<file path="config.mk">
export PLATFORM = sky130hd
export DESIGN_NAME = id_stage
export DESIGN_NICKNAME = d
export VERILOG_FILES = /design/src/rtl/id_stage_pkg.sv /design/src/rtl/id_stage_decoder.sv /design/src/rtl/id_stage.sv
export SDC_FILE = /design/constraint.sdc
export NUM_CORES = 1
export LEC_CHECK = 0
export ABC_AREA = 1
export BUFFER_PORTS_ARGS = -buffer_cell sky130_fd_sc_hd__buf_4
export CAP_MARGIN = 10
export CORE_UTILIZATION = 30
export CTS_CLUSTER_DIAMETER = 80
export DETAILED_ROUTE_END_ITERATION = 12
export GPL_TIMING_DRIVEN = 0
export PLACE_DENSITY_LB_ADDON = 0.12
export SYNTH_ARGS = -nofsm -noshare
export SYNTH_HDL_FRONTEND = slang
export SYNTH_HIERARCHICAL = 1
export SYNTH_SLANG_ARGS = --single-unit
export TNS_END_PERCENT = 10
</file>
<file path="constraint.sdc">
create_clock -name clk -period 3.3 [get_ports clk]
set_input_delay 0.33 -clock clk [delete_from_list [all_inputs] [get_ports clk]]
set_output_delay 0.33 -clock clk [all_outputs]
set_load 0.1 [all_outputs]
</file>
<file path="src/rtl/id_stage_pkg.sv">
// id_stage_pkg: shared widths, ALU/MEM/exception encodings and RV32I opcode/funct constants
// Revision: 1.0
`default_nettype none

package id_stage_pkg;

    localparam int WORD_DATA_BUS = 32;
    localparam int REG_ADDR_BUS  = 5;

    localparam logic [3:0] ALU_OP_NOP  = 4'd0;
    localparam logic [3:0] ALU_OP_ADD  = 4'd1;
    localparam logic [3:0] ALU_OP_SUB  = 4'd2;
    localparam logic [3:0] ALU_OP_SLT  = 4'd3;
    localparam logic [3:0] ALU_OP_SLTU = 4'd4;
    localparam logic [3:0] ALU_OP_XOR  = 4'd5;
    localparam logic [3:0] ALU_OP_OR   = 4'd6;
    localparam logic [3:0] ALU_OP_AND  = 4'd7;
    localparam logic [3:0] ALU_OP_SLL  = 4'd8;
    localparam logic [3:0] ALU_OP_SRL  = 4'd9;
    localparam logic [3:0] ALU_OP_SRA  = 4'd10;

    // Three bits hold NOP plus seven accesses; half-word store has no code and decodes as illegal.
    localparam logic [2:0] MEM_OP_NOP = 3'd0;
    localparam logic [2:0] MEM_OP_LB  = 3'd1;
    localparam logic [2:0] MEM_OP_LH  = 3'd2;
    localparam logic [2:0] MEM_OP_LW  = 3'd3;
    localparam logic [2:0] MEM_OP_LBU = 3'd4;
    localparam logic [2:0] MEM_OP_LHU = 3'd5;
    localparam logic [2:0] MEM_OP_SB  = 3'd6;
    localparam logic [2:0] MEM_OP_SW  = 3'd7;

    localparam logic [1:0] EXP_NONE    = 2'd0;
    localparam logic [1:0] EXP_ILLEGAL = 2'd1;

    localparam logic [6:0] OPC_LUI    = 7'b0110111;
    localparam logic [6:0] OPC_AUIPC  = 7'b0010111;
    localparam logic [6:0] OPC_JAL    = 7'b1101111;
    localparam logic [6:0] OPC_JALR   = 7'b1100111;
    localparam logic [6:0] OPC_BRANCH = 7'b1100011;
    localparam logic [6:0] OPC_LOAD   = 7'b0000011;
    localparam logic [6:0] OPC_STORE  = 7'b0100011;
    localparam logic [6:0] OPC_OP_IMM = 7'b0010011;
    localparam logic [6:0] OPC_OP     = 7'b0110011;

    localparam logic [2:0] F3_BEQ  = 3'd0;
    localparam logic [2:0] F3_BNE  = 3'd1;
    localparam logic [2:0] F3_BLT  = 3'd4;
    localparam logic [2:0] F3_BGE  = 3'd5;
    localparam logic [2:0] F3_BLTU = 3'd6;
    localparam logic [2:0] F3_BGEU = 3'd7;

    localparam logic [2:0] F3_LB  = 3'd0;
    localparam logic [2:0] F3_LH  = 3'd1;
    localparam logic [2:0] F3_LW  = 3'd2;
    localparam logic [2:0] F3_LBU = 3'd4;
    localparam logic [2:0] F3_LHU = 3'd5;
    localparam logic [2:0] F3_SB  = 3'd0;
    localparam logic [2:0] F3_SW  = 3'd2;

    localparam logic [2:0] F3_ADD  = 3'd0;
    localparam logic [2:0] F3_SLL  = 3'd1;
    localparam logic [2:0] F3_SLT  = 3'd2;
    localparam logic [2:0] F3_SLTU = 3'd3;
    localparam logic [2:0] F3_XOR  = 3'd4;
    localparam logic [2:0] F3_SR   = 3'd5;
    localparam logic [2:0] F3_OR   = 3'd6;
    localparam logic [2:0] F3_AND  = 3'd7;

    localparam logic [6:0] F7_BASE = 7'h00;
    localparam logic [6:0] F7_ALT  = 7'h20;

endpackage

`default_nettype wire

</file>
<file path="src/rtl/id_stage_decoder.sv">
// id_stage_decoder: combinational RV32I decode, operand select, branch resolution, hazard detect.
// Optional macro ID_FWD_EN enables EX/MEM operand forwarding. Revision: 1.0
`default_nettype none

module id_stage_decoder
    import id_stage_pkg::*;
(
    input  logic [WORD_DATA_BUS-1:0] i_pc,
    input  logic [WORD_DATA_BUS-1:0] i_insn,
    input  logic                     i_if_en,
    input  logic                     i_stall,
    input  logic                     i_flush,
    output logic [REG_ADDR_BUS-1:0]  o_rs1,
    output logic [REG_ADDR_BUS-1:0]  o_rs2,
    input  logic [WORD_DATA_BUS-1:0] i_rf_data_0,
    input  logic [WORD_DATA_BUS-1:0] i_rf_data_1,
    input  logic                     i_ex_en,
    input  logic                     i_ex_gpr_we,
    input  logic [REG_ADDR_BUS-1:0]  i_ex_dst_addr,
    input  logic                     i_ex_is_load,
    input  logic [WORD_DATA_BUS-1:0] i_ex_fwd_data,
    input  logic                     i_mem_en,
    input  logic                     i_mem_gpr_we,
    input  logic [REG_ADDR_BUS-1:0]  i_mem_dst_addr,
    input  logic [WORD_DATA_BUS-1:0] i_mem_fwd_data,
    output logic                     o_br_taken,
    output logic [WORD_DATA_BUS-1:0] o_br_addr,
    output logic                     o_ld_hazard,
    output logic [3:0]               o_alu_op,
    output logic [WORD_DATA_BUS-1:0] o_alu_in_0,
    output logic [WORD_DATA_BUS-1:0] o_alu_in_1,
    output logic [2:0]               o_mem_op,
    output logic [WORD_DATA_BUS-1:0] o_mem_wr_data,
    output logic [REG_ADDR_BUS-1:0]  o_dst_addr,
    output logic                     o_gpr_we,
    output logic [1:0]               o_exp_code
);

    logic [6:0]               w_opcode;
    logic [2:0]               w_funct3;
    logic [6:0]               w_funct7;
    logic [REG_ADDR_BUS-1:0]  w_rd;
    logic [WORD_DATA_BUS-1:0] w_imm_i, w_imm_s, w_imm_b, w_imm_u, w_imm_j, w_shamt;
    logic [WORD_DATA_BUS-1:0] w_rs1_data, w_rs2_data;
    logic [WORD_DATA_BUS-1:0] w_target;
    logic                     w_use_rs1, w_use_rs2, w_illegal;
    logic                     w_is_jal, w_is_jalr, w_is_branch;
    logic                     w_br_cond, w_redirect;

    assign w_opcode = i_insn[6:0];
    assign w_rd     = i_insn[11:7];
    assign w_funct3 = i_insn[14:12];
    assign o_rs1    = i_insn[19:15];
    assign o_rs2    = i_insn[24:20];
    assign w_funct7 = i_insn[31:25];

    assign w_imm_i = {{20{i_insn[31]}}, i_insn[31:20]};
    assign w_imm_s = {{20{i_insn[31]}}, i_insn[31:25], i_insn[11:7]};
    assign w_imm_b = {{19{i_insn[31]}}, i_insn[31], i_insn[7], i_insn[30:25], i_insn[11:8], 1'b0};
    assign w_imm_u = {i_insn[31:12], 12'b0};
    assign w_imm_j = {{11{i_insn[31]}}, i_insn[31], i_insn[19:12], i_insn[20], i_insn[30:21], 1'b0};
    assign w_shamt = {{(WORD_DATA_BUS-REG_ADDR_BUS){1'b0}}, o_rs2};

`ifdef ID_FWD_EN
    logic w_ex_hit_0, w_ex_hit_1, w_mem_hit_0, w_mem_hit_1;

    // Loads in EX have no data yet, so they never forward; the hazard stalls them instead.
    assign w_ex_hit_0  = i_ex_en & i_ex_gpr_we & ~i_ex_is_load & (i_ex_dst_addr == o_rs1);
    assign w_ex_hit_1  = i_ex_en & i_ex_gpr_we & ~i_ex_is_load & (i_ex_dst_addr == o_rs2);
    assign w_mem_hit_0 = i_mem_en & i_mem_gpr_we & (i_mem_dst_addr == o_rs1);
    assign w_mem_hit_1 = i_mem_en & i_mem_gpr_we & (i_mem_dst_addr == o_rs2);

    assign w_rs1_data = (o_rs1 == '0) ? '0 : w_ex_hit_0 ? i_ex_fwd_data :
                        w_mem_hit_0 ? i_mem_fwd_data : i_rf_data_0;
    assign w_rs2_data = (o_rs2 == '0) ? '0 : w_ex_hit_1 ? i_ex_fwd_data :
                        w_mem_hit_1 ? i_mem_fwd_data : i_rf_data_1;

    assign o_ld_hazard = i_if_en & i_ex_en & i_ex_is_load & (i_ex_dst_addr != '0) &
                         ((w_use_rs1 & (i_ex_dst_addr == o_rs1)) |
                          (w_use_rs2 & (i_ex_dst_addr == o_rs2)));
`else
    logic w_unused_fwd;
    logic w_ex_raw, w_mem_raw;

    assign w_unused_fwd = i_ex_is_load ^ (^i_ex_fwd_data) ^ (^i_mem_fwd_data);

    assign w_rs1_data = (o_rs1 == '0) ? '0 : i_rf_data_0;
    assign w_rs2_data = (o_rs2 == '0) ? '0 : i_rf_data_1;

    assign w_ex_raw  = i_ex_en & i_ex_gpr_we & (i_ex_dst_addr != '0) &
                       ((w_use_rs1 & (i_ex_dst_addr == o_rs1)) |
                        (w_use_rs2 & (i_ex_dst_addr == o_rs2)));
    assign w_mem_raw = i_mem_en & i_mem_gpr_we & (i_mem_dst_addr != '0) &
                       ((w_use_rs1 & (i_mem_dst_addr == o_rs1)) |
                        (w_use_rs2 & (i_mem_dst_addr == o_rs2)));

    assign o_ld_hazard = i_if_en & (w_ex_raw | w_mem_raw);
`endif

    always_comb begin
        o_alu_op      = ALU_OP_NOP;
        o_alu_in_0    = w_rs1_data;
        o_alu_in_1    = w_rs2_data;
        o_mem_op      = MEM_OP_NOP;
        o_mem_wr_data = w_rs2_data;
        o_dst_addr    = '0;
        o_gpr_we      = 1'b0;
        o_exp_code    = EXP_NONE;
        w_use_rs1     = 1'b0;
        w_use_rs2     = 1'b0;
        w_is_jal      = 1'b0;
        w_is_jalr     = 1'b0;
        w_is_branch   = 1'b0;
        w_illegal     = 1'b0;
        case (w_opcode)
            OPC_LUI: begin
                o_alu_op = ALU_OP_ADD; o_alu_in_0 = '0; o_alu_in_1 = w_imm_u;
                o_dst_addr = w_rd; o_gpr_we = 1'b1;
            end
            OPC_AUIPC: begin
                o_alu_op = ALU_OP_ADD; o_alu_in_0 = i_pc; o_alu_in_1 = w_imm_u;
                o_dst_addr = w_rd; o_gpr_we = 1'b1;
            end
            OPC_JAL: begin
                o_alu_op = ALU_OP_ADD; o_alu_in_0 = i_pc; o_alu_in_1 = 32'd4;
                o_dst_addr = w_rd; o_gpr_we = 1'b1; w_is_jal = 1'b1;
            end
            OPC_JALR: begin
                w_use_rs1 = 1'b1;
                o_alu_op = ALU_OP_ADD; o_alu_in_0 = i_pc; o_alu_in_1 = 32'd4;
                o_dst_addr = w_rd; o_gpr_we = 1'b1; w_is_jalr = 1'b1;
                w_illegal = (w_funct3 != 3'd0);
            end
            OPC_BRANCH: begin
                w_use_rs1 = 1'b1; w_use_rs2 = 1'b1; w_is_branch = 1'b1;
                w_illegal = (w_funct3 == 3'd2) || (w_funct3 == 3'd3);
            end
            OPC_LOAD: begin
                w_use_rs1 = 1'b1;
                o_alu_op = ALU_OP_ADD; o_alu_in_1 = w_imm_i;
                o_dst_addr = w_rd; o_gpr_we = 1'b1;
                case (w_funct3)
                    F3_LB:   o_mem_op = MEM_OP_LB;
                    F3_LH:   o_mem_op = MEM_OP_LH;
                    F3_LW:   o_mem_op = MEM_OP_LW;
                    F3_LBU:  o_mem_op = MEM_OP_LBU;
                    F3_LHU:  o_mem_op = MEM_OP_LHU;
                    default: w_illegal = 1'b1;
                endcase
            end
            OPC_STORE: begin
                w_use_rs1 = 1'b1; w_use_rs2 = 1'b1;
                o_alu_op = ALU_OP_ADD; o_alu_in_1 = w_imm_s;
                case (w_funct3)
                    F3_SB:   o_mem_op = MEM_OP_SB;
                    F3_SW:   o_mem_op = MEM_OP_SW;
                    default: w_illegal = 1'b1;
                endcase
            end
            OPC_OP_IMM: begin
                w_use_rs1 = 1'b1;
                o_alu_in_1 = w_imm_i; o_dst_addr = w_rd; o_gpr_we = 1'b1;
                case (w_funct3)
                    F3_ADD:  o_alu_op = ALU_OP_ADD;
                    F3_SLT:  o_alu_op = ALU_OP_SLT;
                    F3_SLTU: o_alu_op = ALU_OP_SLTU;
                    F3_XOR:  o_alu_op = ALU_OP_XOR;
                    F3_OR:   o_alu_op = ALU_OP_OR;
                    F3_AND:  o_alu_op = ALU_OP_AND;
                    F3_SLL: begin
                        o_alu_op = ALU_OP_SLL; o_alu_in_1 = w_shamt;
                        w_illegal = (w_funct7 != F7_BASE);
                    end
                    default: begin
                        o_alu_op = (w_funct7 == F7_ALT) ? ALU_OP_SRA : ALU_OP_SRL;
                        o_alu_in_1 = w_shamt;
                        w_illegal = (w_funct7 != F7_BASE) && (w_funct7 != F7_ALT);
                    end
                endcase
            end
            OPC_OP: begin
                w_use_rs1 = 1'b1; w_use_rs2 = 1'b1;
                o_dst_addr = w_rd; o_gpr_we = 1'b1;
                if (w_funct7 == F7_BASE) begin
                    case (w_funct3)
                        F3_ADD:  o_alu_op = ALU_OP_ADD;
                        F3_SLL:  o_alu_op = ALU_OP_SLL;
                        F3_SLT:  o_alu_op = ALU_OP_SLT;
                        F3_SLTU: o_alu_op = ALU_OP_SLTU;
                        F3_XOR:  o_alu_op = ALU_OP_XOR;
                        F3_SR:   o_alu_op = ALU_OP_SRL;
                        F3_OR:   o_alu_op = ALU_OP_OR;
                        default: o_alu_op = ALU_OP_AND;
                    endcase
                end else if (w_funct7 == F7_ALT && w_funct3 == F3_ADD) begin
                    o_alu_op = ALU_OP_SUB;
                end else if (w_funct7 == F7_ALT && w_funct3 == F3_SR) begin
                    o_alu_op = ALU_OP_SRA;
                end else begin
                    w_illegal = 1'b1;
                end
            end
            default: w_illegal = 1'b1;
        endcase
        if (w_illegal) begin
            o_alu_op    = ALU_OP_NOP;
            o_mem_op    = MEM_OP_NOP;
            o_dst_addr  = '0;
            o_gpr_we    = 1'b0;
            o_exp_code  = EXP_ILLEGAL;
            w_is_jal    = 1'b0;
            w_is_jalr   = 1'b0;
            w_is_branch = 1'b0;
        end
    end

    always_comb begin
        w_br_cond = 1'b0;
        case (w_funct3)
            F3_BEQ:  w_br_cond = (w_rs1_data == w_rs2_data);
            F3_BNE:  w_br_cond = (w_rs1_data != w_rs2_data);
            F3_BLT:  w_br_cond = ($signed(w_rs1_data) <  $signed(w_rs2_data));
            F3_BGE:  w_br_cond = ($signed(w_rs1_data) >= $signed(w_rs2_data));
            F3_BLTU: w_br_cond = (w_rs1_data <  w_rs2_data);
            F3_BGEU: w_br_cond = (w_rs1_data >= w_rs2_data);
            default: w_br_cond = 1'b0;
        endcase
    end

    always_comb begin
        w_target   = '0;
        w_redirect = 1'b0;
        if (w_is_jal) begin
            w_target   = i_pc + w_imm_j;
            w_redirect = 1'b1;
        end else if (w_is_jalr) begin
            w_target   = (w_rs1_data + w_imm_i) & ~32'd1;
            w_redirect = 1'b1;
        end else if (w_is_branch) begin
            w_target   = i_pc + w_imm_b;
            w_redirect = w_br_cond;
        end
    end

    assign o_br_taken = i_if_en & ~o_ld_hazard & ~i_stall & ~i_flush & w_redirect;
    assign o_br_addr  = o_br_taken ? w_target : '0;

endmodule

`default_nettype wire

</file>
<file path="src/rtl/id_stage.sv">
// id_stage: RV32I decode stage with the ID/EX pipeline register.
// Optional macro ID_FWD_EN (see id_stage_decoder). Revision: 1.0
`default_nettype none

module id_stage
    import id_stage_pkg::*;
(
    input  logic                     clk,
    input  logic                     reset,
    input  logic                     stall,
    input  logic                     flush,
    input  logic [WORD_DATA_BUS-1:0] if_pc,
    input  logic [WORD_DATA_BUS-1:0] if_insn,
    input  logic                     if_en,
    output logic [REG_ADDR_BUS-1:0]  gpr_rd_addr_0,
    output logic [REG_ADDR_BUS-1:0]  gpr_rd_addr_1,
    input  logic [WORD_DATA_BUS-1:0] gpr_rd_data_0,
    input  logic [WORD_DATA_BUS-1:0] gpr_rd_data_1,
    input  logic                     ex_en,
    input  logic                     ex_gpr_we,
    input  logic [REG_ADDR_BUS-1:0]  ex_dst_addr,
    input  logic                     ex_is_load,
    input  logic [WORD_DATA_BUS-1:0] ex_fwd_data,
    input  logic                     mem_en,
    input  logic                     mem_gpr_we,
    input  logic [REG_ADDR_BUS-1:0]  mem_dst_addr,
    input  logic [WORD_DATA_BUS-1:0] mem_fwd_data,
    output logic                     br_taken,
    output logic [WORD_DATA_BUS-1:0] br_addr,
    output logic                     ld_hazard,
    output logic [WORD_DATA_BUS-1:0] id_pc,
    output logic                     id_en,
    output logic [3:0]               id_alu_op,
    output logic [WORD_DATA_BUS-1:0] id_alu_in_0,
    output logic [WORD_DATA_BUS-1:0] id_alu_in_1,
    output logic [2:0]               id_mem_op,
    output logic [WORD_DATA_BUS-1:0] id_mem_wr_data,
    output logic [REG_ADDR_BUS-1:0]  id_dst_addr,
    output logic                     id_gpr_we,
    output logic [1:0]               id_exp_code
);

    logic [3:0]               w_alu_op;
    logic [WORD_DATA_BUS-1:0] w_alu_in_0, w_alu_in_1, w_mem_wr_data;
    logic [2:0]               w_mem_op;
    logic [REG_ADDR_BUS-1:0]  w_dst_addr;
    logic                     w_gpr_we;
    logic [1:0]               w_exp_code;

    logic [WORD_DATA_BUS-1:0] r_pc, r_alu_in_0, r_alu_in_1, r_mem_wr_data;
    logic                     r_en, r_gpr_we;
    logic [3:0]               r_alu_op;
    logic [2:0]               r_mem_op;
    logic [REG_ADDR_BUS-1:0]  r_dst_addr;
    logic [1:0]               r_exp_code;

    id_stage_decoder u_decoder (
        .i_pc           (if_pc),
        .i_insn         (if_insn),
        .i_if_en        (if_en),
        .i_stall        (stall),
        .i_flush        (flush),
        .o_rs1          (gpr_rd_addr_0),
        .o_rs2          (gpr_rd_addr_1),
        .i_rf_data_0    (gpr_rd_data_0),
        .i_rf_data_1    (gpr_rd_data_1),
        .i_ex_en        (ex_en),
        .i_ex_gpr_we    (ex_gpr_we),
        .i_ex_dst_addr  (ex_dst_addr),
        .i_ex_is_load   (ex_is_load),
        .i_ex_fwd_data  (ex_fwd_data),
        .i_mem_en       (mem_en),
        .i_mem_gpr_we   (mem_gpr_we),
        .i_mem_dst_addr (mem_dst_addr),
        .i_mem_fwd_data (mem_fwd_data),
        .o_br_taken     (br_taken),
        .o_br_addr      (br_addr),
        .o_ld_hazard    (ld_hazard),
        .o_alu_op       (w_alu_op),
        .o_alu_in_0     (w_alu_in_0),
        .o_alu_in_1     (w_alu_in_1),
        .o_mem_op       (w_mem_op),
        .o_mem_wr_data  (w_mem_wr_data),
        .o_dst_addr     (w_dst_addr),
        .o_gpr_we       (w_gpr_we),
        .o_exp_code     (w_exp_code)
    );

    // Flush and hazard bubbles clear only the controls; data fields keep their last values.
    always_ff @(posedge clk) begin
        if (reset) begin
            r_pc          <= '0;
            r_en          <= 1'b0;
            r_alu_op      <= ALU_OP_NOP;
            r_alu_in_0    <= '0;
            r_alu_in_1    <= '0;
            r_mem_op      <= MEM_OP_NOP;
            r_mem_wr_data <= '0;
            r_dst_addr    <= '0;
            r_gpr_we      <= 1'b0;
            r_exp_code    <= EXP_NONE;
        end else if (flush || (!stall && ld_hazard)) begin
            r_en       <= 1'b0;
            r_gpr_we   <= 1'b0;
            r_mem_op   <= MEM_OP_NOP;
            r_exp_code <= EXP_NONE;
        end else if (!stall) begin
            r_pc          <= if_pc;
            r_alu_op      <= w_alu_op;
            r_alu_in_0    <= w_alu_in_0;
            r_alu_in_1    <= w_alu_in_1;
            r_mem_wr_data <= w_mem_wr_data;
            r_dst_addr    <= w_dst_addr;
            r_en          <= if_en;
            r_gpr_we      <= if_en & w_gpr_we;
            r_mem_op      <= if_en ? w_mem_op : MEM_OP_NOP;
            r_exp_code    <= if_en ? w_exp_code : EXP_NONE;
        end
    end

    assign id_pc          = r_pc;
    assign id_en          = r_en;
    assign id_alu_op      = r_alu_op;
    assign id_alu_in_0    = r_alu_in_0;
    assign id_alu_in_1    = r_alu_in_1;
    assign id_mem_op      = r_mem_op;
    assign id_mem_wr_data = r_mem_wr_data;
    assign id_dst_addr    = r_dst_addr;
    assign id_gpr_we      = r_gpr_we;
    assign id_exp_code    = r_exp_code;

endmodule

`default_nettype wire
</file>
Yosys cells after proc, flatten, opt, wreduce, memory -nomap -nowiden. Index checks and enable logic that the tools add are counted.

Add/sub/neg operators: 3. $lt $le $gt $ge: 4. Equal/unequal tests: 24. Muxes and demuxes: 47. Bitwise gates (word level): 23. Reduce and logical (&&, ||, !) cells: 28.

Operators by type and width (count): 32-bit two-way mux (7); 32-bit one-hot mux with 5 select lines (1); 32-bit adder (3); 32-bit >= comparator (2); 32-bit less-than comparator (2); 32-bit one-hot mux with 2 select lines (1); 4-bit one-hot mux with 7 select lines (2); 32-bit equality test (1); 32-bit inequality test (1); 7-bit by 6-bit equality test with 1-bit output, second input constant (4); 7-bit equality test, second input constant (3); 5-bit equality test (4); 1-bit two-way mux (19); 6-bit OR reduction (3); 1-bit bitwise AND (16); 4-bit two-way mux (4); 3-bit one-hot mux with 5 select lines (1); 7-bit by 5-bit equality test with 1-bit output, second input constant (2); 3-bit equality test, second input constant (4); 3-bit one-hot mux with 2 select lines (2); 4-bit one-hot mux with 3 select lines (1); 5-bit zero test (2); 5-bit two-way mux (2); 5-bit nonzero test (2); other kinds (23) (40).

Bits in registers: 144. Input bits: 212. Output and inout port bits: 188. Logic and storage cells: 139.

Logic depth before layout (Yosys ltp). Gate-level depths: netlist (run 1).

Word-level depth: 14. Gate-level depth with buffers: 25. Mapped depth without buffers: 23.

Cells and area by module. The synthesis (run 1) kept the hierarchy.

Modules (own cells, without submodules): id_stage_decoder (times used 1, cells each 1515, area each 8161.6 sq um, seq. area each 0.0 sq um); id_stage (times used 1, cells each 904, area each 5924.4 sq um, seq. area each 2882.8 sq um).

Worst setup path after synthesis (run 1). No wires, ideal clock.

Kind: input to output. Start: input if_insn[21]. End: output br_addr[10]. Arrival: 4132 ps. Data required time: 2970 ps. Slack: -1162 ps. Stages: 21. Buffers on the path: 3. Cells stage by stage: clkbuf_1 -> nor2_1 -> nand3_2 -> clkbuf_1 -> nand2_1 -> ha_1 -> nand2_1 -> nor2_1 -> nand4_1 -> nor4_1 -> nand4_1 -> o21ai_0 -> inv_1 -> nand2_1 -> nor2_1 -> nand3_1 -> nand2_1 -> nand2_2 -> nand2_4 -> buf_6 -> nor2_1.

Word-level cells in the longest chain between the ends: 12. Elaborated cells on any way between the ends: 32. Classes of those cells: 2 x add/sub; 4 x order compare; 4 x eq/ne; 8 x mux; 13 x bitwise; 1 x reduce/logical.

Ends and longest elaborated chain: start: declaration (RTL line id_stage.sv:13) `input logic [WORD_DATA_BUS-1:0] if_insn,`; parallel branches: the longest is 11 deep, another holds 32-bit >= comparator; 32-bit two-way mux * (RTL line id_stage_decoder.sv:246) `assign o_br_addr = o_br_taken ? w_target : '0;`; end: declaration (RTL line id_stage.sv:29) `output logic [WORD_DATA_BUS-1:0] br_addr,`.

Mark *: on every way between the ends.

Final worst setup path (run 1).
Start: input if_insn[16]. End: output br_addr[1].

Word-level cells in the longest chain between the ends: 12. Elaborated cells on any way between the ends: 31. Classes of those cells: 1 x add/sub; 4 x order compare; 4 x eq/ne; 8 x mux; 13 x bitwise; 1 x reduce/logical.

Ends and longest elaborated chain (RTL line): parallel branches: the longest is 11 deep, another holds 32-bit >= comparator; 32-bit two-way mux * (id_stage_decoder.sv:246).

Marked as above.

==> key figures, run 1 <==
Synthesis
  – Synth Instances: roughly 2.4k
  – Top cell type's share of synthesized area: between 20% and 30%
  – Top_reg_cell synth: dfxtp_1
  – Post-synth EDFFs: 0
  – Mapped cell area: 14,100 sq um
  – Seq/Total Area, Yosys: between 20% and 30%
  – Top post-synthesis cells by area: dfxtp_1 20%, nand2_1 17%, nor2_1 11%
  – Area leader, netlist: dfxtp_1
  – Distinct cells, synth: 59
  – Synth async-reset ratio: 0%
  – Warnings from Yosys: 6
  – Mapped Nets: 2,737
  – Syn_area_per_cell: between 5 and 6 sq um
  – Synth Register Bits: around 140

STA
  – Worst-case hold slack: between 0.1 and 0.15 ns
  – Final Skew: 0 ns
  – Final Setup Violations: 33
  – RSZ-0062 raised after global routing: true
  – Slew Viols, Final: 0
  – Worst slew margin: 26.6%
  – Fin. Hold Viols: 0
  – TNS Setup: -17.86 ns
  – Max Freq: 254 MHz
  – Worst slew pin tran: around 1.1 ns
  – Minimum clock period after layout: 3.94 ns
  – Final worst slack: -0.636 ns
  – Period Utilization, post-route: 119%

Hold path
  – Hold path depth: 3
  – Worst min path class: in2reg

Floorplan
  – Die Span Y: roughly 220 um
  – Core Area: approximately 46,000 sq um
  – Die area: approximately 48,000 sq um
  – Row cnt: a little under 80
  – Die width: ~220 um
  – Initial Util: 30.3%
  – Top Ports: 400

Clock tree
  – CTS tree: yes
  – Worst-path clk slew: 0.06 ns
  – Htree depth: 4
  – Worst skew pair latency: roughly 0.48 ns
  – Clk sinks: ~140
  – Hold Buf Count CTS: 0
  – Root Buffer: clkbuf_16
  – Num CTS Buffers: 17
  – Clock Path Buffers: 2

Power and ir drop
  – P per Cell Area: 363 nW/um^2
  – Leakage: 0.0102 uW
  – Peak VDD IR: ~0.42 mV

Place
  – RD Place Congestion: just over 0.9
  – PortBufs: 334
  – Hpwl dp: about 56,000 um
  – Placement Setup Slack: -1.21 ns

Route
  – Antenna-violating nets left: 0
  – Total length of routed wires: approximately 68,000 um
  – Vias: around 17k
  – Via/cell ratio: 4.95
  – DRC viols: 0
  – 1st-iter DRT viols: roughly 1.2k
  – First-pass DRT Iterations: 6
  – Routed WL per cell: about 20 um

Global route
  – Grt ovf: 0
  – Antenna violations before repair: 1
  – Largest net degree at the start of global routing: 45
  – Vias in the first global route: between 15k and 20k
  – First-pass GRT wire length: about 100,000 um
  – GRT Overall Usage: 27.9%

Outcome
  – Failing checks: negative setup slack
  – Status: finished with violations

Layout
  – Nets@finish: roughly 3.1k
  – Layout cells sized above 1: 23.9%
  – Area grow syn2layout: 42.7%
  – Leading cell type in the layout, fill and taps excluded: nand2_1
  – Fillcell total: approximately 5k
  – Commonest non-fill, non-tap cells in the layout: 600 x nand2_1, 375 x nor2_1, 343 x inv_1

Worst setup path
  – Critical path arrival: 3.61 ns
  – Setup CP Type: in2out
  – Worst setup SP type: primary input
  – Critical Path End Type: output port
  – Critical Path Fanout Max: 7
  – Worst R2R Path Depth: 4
  – CP required: 2.97 ns

Job
  – Maxcap violations: 0
==> stage by stage <==
stage / instances / utilization [%] / total power [uW] / cell area (sq um)
floorplan: 2419 / - / 4050 / 14500
global placement: 3360 / 38.3 / 4920 / 17800
detailed placement: 3360 / 38.3 / 4930 / 17800
CTS: 3417 / 41.8 / 7210 / 19400
global route: 3435 / 43.3 / 7650 / 20100
finish: 3437 / 43.3 / 7290 / 20100
==> sequential cells by signal, indices dropped and copies added, names as in the netlist <==
signal and count:
id_dst_addr 5, id_alu_in_1 32, id_alu_op 4, id_mem_wr_data 32
id_alu_in_0 32, id_gpr_we 1, id_mem_op 3, id_pc 32
id_exp_code 2, id_en 1
==> area by class of cell <==
class	instances	area, sq um	share of cell area [%]
clock buffer	19	453	2.25
buffer	100	783	3.90
inverter	372	1430	7.09
clock inverter	13	199	0.989
multi-input combinational	1803	10200	50.6
antenna	3	7.51	0.0373
sequential	144	2880	14.3
timing repair buffer	376	3420	17.0
tap	607	759	3.78
==> final timing paths <==
kind,start,to,slack (ns)
setup reg to reg,id_alu_in_0[12],id_alu_in_0[12],2.62
hold reg to reg,id_mem_op[1],id_mem_op[1],0.47
setup / recovery,if_insn[16],br_addr[1],-0.64
hold / removal,if_pc[31],id_pc[31],0.13
==> synthesized netlist by cell type (27+ instances only) <==
| master | instances |
|---|---|
| nand2_1 | 642 |
| nor2_1 | 418 |
| inv_1 | 366 |
| a21oi_1 | 159 |
| dfxtp_1 | 144 |
| o21ai_0 | 117 |
| ha_1 | 103 |
| nand3_1 | 72 |
| o22ai_1 | 42 |
| clkbuf_1 | 34 |
| xor2_1 | 31 |
| o211ai_1 | 28 |
| nand4_1 | 27 |
==> kinds of logic (layout without fill, tap and decap cells) <==
| family | Yosys count | after routing | synth area share [%] |
|---|---|---|---|
| flops | 144 | 144 | 20.5 |
| xor+xnor | 51 | 51 | 3.17 |
| compound gates | 417 | 417 | 16.9 |
| fa+ha+maj | 106 | 106 | 9.58 |
| simple gates | 1228 | 1228 | 35.4 |
| buf+inv | 472 | 880 | 14.4 |
| other cells | 1 | 4 | 0.0266 |
==> routing by layer <==
| layer | GRT usage [%] | up-vias | routed length [um] |
|---|---|---|---|
| met1 | 34.4 | 7848 | 28800 |
| met5 | 0 | - | 0 |
| met4 | 11.4 | 0 | 2520 |
| met2 | 48.0 | 579 | 32600 |
| li1 | - | 8492 | - |
| met3 | 4.31 | 111 | 4200 |
==> power breakdown <==
part / internal, uW / total [uW] / switching, uW
registers: 1850 / 1920 / 65.7
clock network: 1320 / 2190 / 869
logic: 931 / 3180 / 2250
total: 4100 / 7290 / 3190
==> timing repair <==
action | in CTS | in global routing
pin swaps | 23 | 27
resized for setup | 179 | 120
endpoints found under the setup margin | 33 | 33
setup buffers | 21 | 17
endpoints found under the hold margin | 0 | 0
cloned | 4 | 0
==> worst max-delay path: stages <==
cell and delay (ns):
buf_8 0.13, nor2_4 0.12, nand3_4 0.17, clkbuf_16 0.23, nand2_8 0.07, inv_4 0.05
ha_4 0.28, nand2_4 0.05, nor2_4 0.10, nand4_1 0.18, nor4_4 0.26, nand4_1 0.16
buf_6 0.17, o21ai_2 0.13, inv_1 0.05, nand2_1 0.06, nor2_2 0.05, nand3_2 0.06
nand2_2 0.06, nand2_4 0.14, nand2_8 0.13, buf_16 0.20, nor2_4 0.16, buf_12 0.20
Note: power is estimated with default switching activity, not from simulation.
==> run 2: changes to the inputs <==
Settings changed: CORE_MARGIN set to 2, HOLD_SLACK_MARGIN set to 0.06, SLEW_MARGIN set to 10.
==> run 2 against run 1 <==
- critical endpoint is now br_addr[23]
- first-iteration DRC count down 12%
- total power down 3.8%
- the flow still finishes with violations (negative setup slack)
- highest routed layer unchanged
- largest cell class unchanged
- flip-flop and latch count unchanged
- final cell count down 0.32%
- utilization down 0.86 points
==> key figures, run 2 (same netlist as run 1, synthesis figures left out) <==
Layout
  – Area grow syn2layout: 39.9%
  – Nets@finish: 3,122 (-0.32%)
  – Layout cells sized above 1: 22.2% (-1.7 points)
  – Leading cell type in the layout, fill and taps excluded: nand2_1
  – Layout Utilization: 42.4% (-0.86 points)
  – Commonest non-fill, non-tap cells in the layout: 617 x nand2_1, 377 x nor2_1, 350 x inv_1

Place
  – Hpwl dp: 56,000 um (+0.65%)
  – RD Place Congestion: 0.936 (+1.3%)
  – PortBufs: 334 (unchanged)

STA
  – Final worst slack: -0.582 ns (+0.0534 ns)
  – Final Skew: 0 ns (unchanged)
  – RSZ-0062 raised after global routing: true
  – Slew Viols, Final: 0 (unchanged)
  – Worst slew margin: 29.8% (+3.2 points)
  – Minimum clock period after layout: 3.88 ns (-0.0534 ns)
  – Worst slew pin tran: 1.04 ns (-0.0469 ns)
  – Max Freq: 258 MHz (+1.4%)
  – Fin. Hold Viols: 0 (unchanged)
  – Period Utilization, post-route: 118% (-1.6 points)
  – Final Setup Violations: 33 (unchanged)

Power and ir drop
  – Pwr Total: 7010 uW (-3.8%)
  – Peak VDD IR: 0.256 mV (-38%)
  – Leakage: 0.0101 uW (-1.0%)
  – P per Cell Area: 356 nW/um^2 (-1.9%)

Worst setup path
  – CP required: 2.97 ns (about the same)
  – Critical Path Fanout Max: 6 (-1)
  – Crit-path max cell delay: 0.31 ns (+0.03 ns)
  – Worst setup SP type: primary input
  – Critical Path End Type: output port
  – Critical path arrival: 3.55 ns (-0.06 ns)
  – CP max stage cell: ha_1
  – Setup CP Type: in2out
  – Crit-path cells: buf_12 > clkbuf_16 > nor2_4 > nand3_4 > clkbuf_8 > nand2_1 > ha_1 > nand2_1 > inv_1 > o21ai_0 > a31oi_1 > nor2_2 > buf_4 > nand3_1 > nand3_1 > nand2_1 > nand3_1 > nand2_2 > nand2_4 > nand2_8 > buf_12 > nor2_4 > buf_12

Route
  – DRC viols: 0 (unchanged)
  – Via/cell ratio: 4.96 (+0.14%)
  – Vias: 17.0k (-0.18%)
  – 1st-iter DRT viols: 1,021 (-12%)
  – Total length of routed wires: 68,400 um (+0.47%)
  – First-pass DRT Iterations: 6 (unchanged)
  – Routed WL per cell: 20.0 um (+0.79%)
  – Antenna-violating nets left: 0 (unchanged)

Floorplan
  – Core Area: 46,500 sq um (unchanged)
  – Top Ports: 400 (unchanged)
  – Row cnt: 79 (unchanged)
  – Die area: 48,700 sq um (+1.8%)
  – Die Span Y: 221 um (+0.91%)
  – Initial Util: 30.3% (unchanged)
  – Die width: 221 um (+0.91%)

Global route
  – Antenna violations before repair: 1 (unchanged)
  – Vias in the first global route: 16.3k (+1.6%)
  – GRT Overall Usage: 27.8% (-0.14 points)
  – Largest net degree at the start of global routing: 45 (unchanged)
  – First-pass GRT wire length: 99,500 um (+1.3%)
  – Grt ovf: 0 (unchanged)

Clock tree
  – Root Buffer: clkbuf_16
  – Worst-path clk slew: 0.07 ns (about the same)
  – Clock Path Buffers: 2 (unchanged)
  – Htree depth: 4 (unchanged)
  – Clk sinks: 144 (unchanged)
  – Num CTS Buffers: 17 (unchanged)
  – CTS tree: yes
  – Worst skew pair latency: 0.46 ns (-0.02 ns)

Outcome
  – Status: finished with violations
  – Failing checks: negative setup slack

Job
  – Maxcap violations: 0 (unchanged)

Hold path
  – Worst min path class: in2reg
==> run 2: changes by cell type in the layout (fill, tap and decap cells not counted), sizes merged <==
cell / previous run / this run
diode: 3 / 2
clkbuf: 52 / 54
inv: 375 / 378
bufinv: 4 / 0
buf: 443 / 431
clkinvlp: 4 / 5
==> run 2: final timing paths <==
path / startpoint / end / slack [ns] / depth (start not counted)
worst max-delay path: if_insn[21] / br_addr[23] / -0.58 / 23
worst min-delay path: if_pc[31] / id_pc[31] / 0.13 / 3
worst max register to register: id_pc[18] / id_pc[18] / 2.62 / 4
worst min register to register: id_exp_code[1] / id_exp_code[1] / 0.47 / 2
==> run 2: worst max-delay path, delay by kind of cell <==
family                     cells  cell delay, ns
adders and majority gates      1            0.31
AOI/OAI and AO/OA              2            0.28
and+or+nand+nor               13            1.54
buffers and inverters          7            1.06
==> run 2: final cells by class <==
cell class | count | area (sq um)
Tap cell | 607 | 759
Inverter | 372 | 1420
Sequential cell | 144 | 2880
Clock inverter | 13 | 118
Fill cell | 5014 | 26700
Multi-Input combinational cell | 1803 | 9970
Clock buffer | 19 | 443
Antenna cell | 2 | 5.00
Buffer | 100 | 786
Timing Repair Buffer | 366 | 3320
==> run 2: power by group <==
group | total [uW] | internal [uW] | switching, uW | leakage [uW]
Combinational | 3140 | 904 | 2230 | 0.00861
Sequential | 1920 | 1850 | 67.9 | 0.00119
Clock | 1950 | 1010 | 944 | 0.000267
==> run 2: metal layers <==
layer | vias to the layer above | GRT usage (%) | wire (um)
met5 | - | 0 | 0
met4 | 0 | 10.4 | 2510
met3 | 105 | 3.41 | 3700
met2 | 551 | 47.9 | 32800
met1 | 7838 | 35.2 | 29400
li1 | 8505 | - | -
==> run 2: through the flow <==
stage / cells / setup WS, ns / cell area (sq um) / TNS (ns) / hold slack, ns
3_5_place_dp: 3360 / -1.19 / 17800 / -35.18 / 0.460
5_1_grt: 3424 / -0.672 / 19700 / -21.29 / 0.135
2_1_floorplan: 2419 / -0.103 / 14500 / -1.65 / 0.465
6_report: 3426 / -0.582 / 19700 / -18.10 / 0.133
4_1_cts: 3417 / -0.629 / 19400 / -19.08 / 0.0881
3_3_place_gp: 3360 / -1.19 / 17800 / -35.77 / 0.451
==> run 2: timing repair <==
item | CTS | global route
endpoints found under the setup margin | 33 | 33
gates resized for setup | 192 | 63
cloned | 4 | 0
hold buffers | 0 | 0
hold endpoints to repair | 0 | 0
pin swaps | 31 | 18
setup buffers | 21 | 7
==> run 3: changes to the inputs <==
Settings changed: PLACE_DENSITY_LB_ADDON 0.12 to unset.
==> run 3 against run 2 <==
- the flow still finishes with violations (negative setup slack)
- sequential share of layout area about the same
- setup slack got worse by 0.063 ns
- clock-buffer cell count increased by 3
- sequential power about the same
- non-clock buffer count increased by 4
- first-iteration DRC count increased by 29%
- via count increased by 2.0%
- register-to-register slack got worse by 0.04 ns
- largest power group unchanged
==> key figures, run 3 (same netlist as run 1, synthesis figures left out) <==
Outcome
  – Status: finished with violations
  – Failing checks: negative setup slack

STA
  – Max Freq: 253 MHz (-1.6%)
  – Period Utilization, post-route: 120% (+1.9 points)
  – Final Setup Violations: 33 (unchanged)
  – Worst slew margin: 36.0% (+6.2 points)
  – Final worst slack: -0.645 ns (-0.0626 ns)
  – Worst slew pin tran: 0.948 ns (-0.0922 ns)
  – Fin. Hold Viols: 0 (unchanged)
  – Minimum clock period after layout: 3.95 ns (+0.0626 ns)
  – RSZ-0062 raised after global routing: true
  – Slew Viols, Final: 0 (unchanged)
  – Final Skew: 0 ns (unchanged)

Global route
  – GRT Overall Usage: 27.4% (-0.37 points)
  – Vias in the first global route: 16.3k (+0.098%)
  – First-pass GRT wire length: 97,900 um (-1.6%)
  – Largest net degree at the start of global routing: 45 (unchanged)
  – Grt ovf: 0 (unchanged)
  – Antenna violations before repair: 0 (-1)

Power and ir drop
  – P per Cell Area: 357 nW/um^2 (+0.35%)
  – Leakage: 0.0101 uW (+0.32%)
  – Peak VDD IR: 0.382 mV (+49%)

Layout
  – Layout cells sized above 1: 22.2% (about the same)
  – Leading cell type in the layout, fill and taps excluded: nand2_1
  – Ant diodes: 0 (-2)
  – Nets@finish: 3,126 (+0.13%)
  – Commonest non-fill, non-tap cells in the layout: 604 x nand2_1, 378 x nor2_1, 349 x inv_1
  – Multi-input gate area: 9950 sq um (-0.19%)
  – Reg area: 2880 sq um (unchanged)
  – Fillcell total: 5,006 (-0.16%)
  – Layout Utilization: 42.5% (+0.075 points)
  – Fin cells: 3,427 (+0.029%)
  – Area grow syn2layout: 40.2%

Route
  – Via/cell ratio: 5.06 (+2.0%)
  – Vias: 17.3k (+2.0%)
  – Total length of routed wires: 68,500 um (about the same)
  – 1st-iter DRT viols: 1,313 (+29%)
  – Antenna-violating nets left: 0 (unchanged)
  – First-pass DRT Iterations: 5 (-1)
  – Routed WL per cell: 20.0 um (about the same)
  – DRC viols: 0 (unchanged)

Floorplan
  – Die area: 48,700 sq um (unchanged)
  – Row cnt: 79 (unchanged)
  – Core Area: 46,500 sq um (unchanged)
  – Die Span Y: 221 um (unchanged)
  – Top Ports: 400 (unchanged)
  – Die width: 221 um (unchanged)
  – Initial Util: 30.3% (unchanged)

Job
  – Maxcap violations: 0 (unchanged)

Clock tree
  – Worst-path clk slew: 0.06 ns (about the same)
  – Clock Path Buffers: 2 (unchanged)
  – Num CTS Buffers: 17 (unchanged)
  – CTS tree: yes
  – Hold Buf Count CTS: 0 (unchanged)
  – Htree depth: 4 (unchanged)
  – Clk sinks: 144 (unchanged)
  – Root Buffer: clkbuf_16
  – Worst skew pair latency: 0.47 ns (about the same)

Hold path
  – Worst min path class: in2reg

Worst setup path
  – Setup CP Type: in2out
  – CP required: 2.97 ns (about the same)
  – CP max stage cell: ha_1
  – WP buf/inv: 5 (-2)
  – Critical Path End Type: output port
  – Critical Path Fanout Max: 8 (+2)
  – Most frequent CP cell: nand2_1
  – Crit-path cells: buf_12 > nor2_4 > nand3_4 > clkbuf_16 > buf_4 > nand2_1 > inv_1 > ha_1 > nand2_1 > nor2_1 > nand3_1 > o21ai_2 > nand2_1 > nand2_1 > nand2_1 > nand2_1 > nor2_1 > o21ai_1 > o21ai_0 > nand2_1 > nand2_1 > nor2_4 > buf_12
  – Cell family with most CP delay: simple AND/OR/NAND/NOR gates
  – Critical path arrival: 3.62 ns (+0.07 ns)
  – Crit-path max cell delay: 0.37 ns (+0.06 ns)
  – Worst setup SP type: primary input

Place
  – Hpwl dp: 55,900 um (-0.12%)
  – Placement Setup Slack: -1.20 ns (-0.0106 ns)
  – RD Place Congestion: 0.912 (-2.6%)
  – PortBufs: 334 (unchanged)
  – Placed Cells: 3,360 (unchanged)
## run 3: worst register-to-register path, cell delays in order, from the launching register on
cell and delay [ns]:
dfxtp_1 0.41, inv_1 0.06, nand2_1 0.06, nand2_1 0.04, nor2_1 0.09
## run 3: stage by stage
step / TNS [ns] / hold slack, ns / instance area, sq um / total power [uW]
CTS: -18.46 / 0.0883 / 19400 / 7040
floorplan: -1.65 / 0.465 / 14500 / 4050
global route: -22.58 / 0.136 / 19700 / 7400
global placement: -35.50 / 0.451 / 17800 / 4920
finish: -17.71 / 0.126 / 19700 / 7050
detailed placement: -35.32 / 0.460 / 17800 / 4940
## run 3: repair_timing
action / 4_1_cts / 5_1_grt
setup buffers: 20 / 13
endpoints found under the setup margin: 33 / 33
resized for setup: 202 / 49
gates cloned: 3 / 0
pin swaps: 27 / 21
## run 3: where the power goes
part | internal [uW] | switching, uW
Sequential | 1850 | 67.6
Combinational | 894 | 2240
Clock | 1200 | 791
Total | 3950 | 3100
## run 3: path summary, 6_finish.rpt
check	from	to	slack, ns	cells past startpoint
setup / recovery	if_insn[16]	br_addr[24]	-0.65	23
hold / removal	if_pc[24]	id_pc[24]	0.13	3
setup reg to reg	id_alu_op[3]	id_alu_op[3]	2.58	4
hold reg to reg	id_exp_code[1]	id_exp_code[1]	0.47	2
## run 3: routing by layer
layer  vias up  routed length [um]  global-route usage, %
li1       8486                   -                      -
met3       145                4410                   4.43
met1      8022               29000                   34.0
met2       693               31900                   45.5
met5         -                   0                      0
met4         0                3260                   14.2
## run 3: cell type report
type                            count  share of cell area (%)
Timing Repair Buffer              370                    16.9
Sequential cell                   144                    14.6
Clock inverter                      9                   0.672
Multi-Input combinational cell   1803                    50.4
Buffer                            100                    4.09
Tap cell                          607                    3.85
Clock buffer                       22                    2.30
Inverter                          372                    7.19
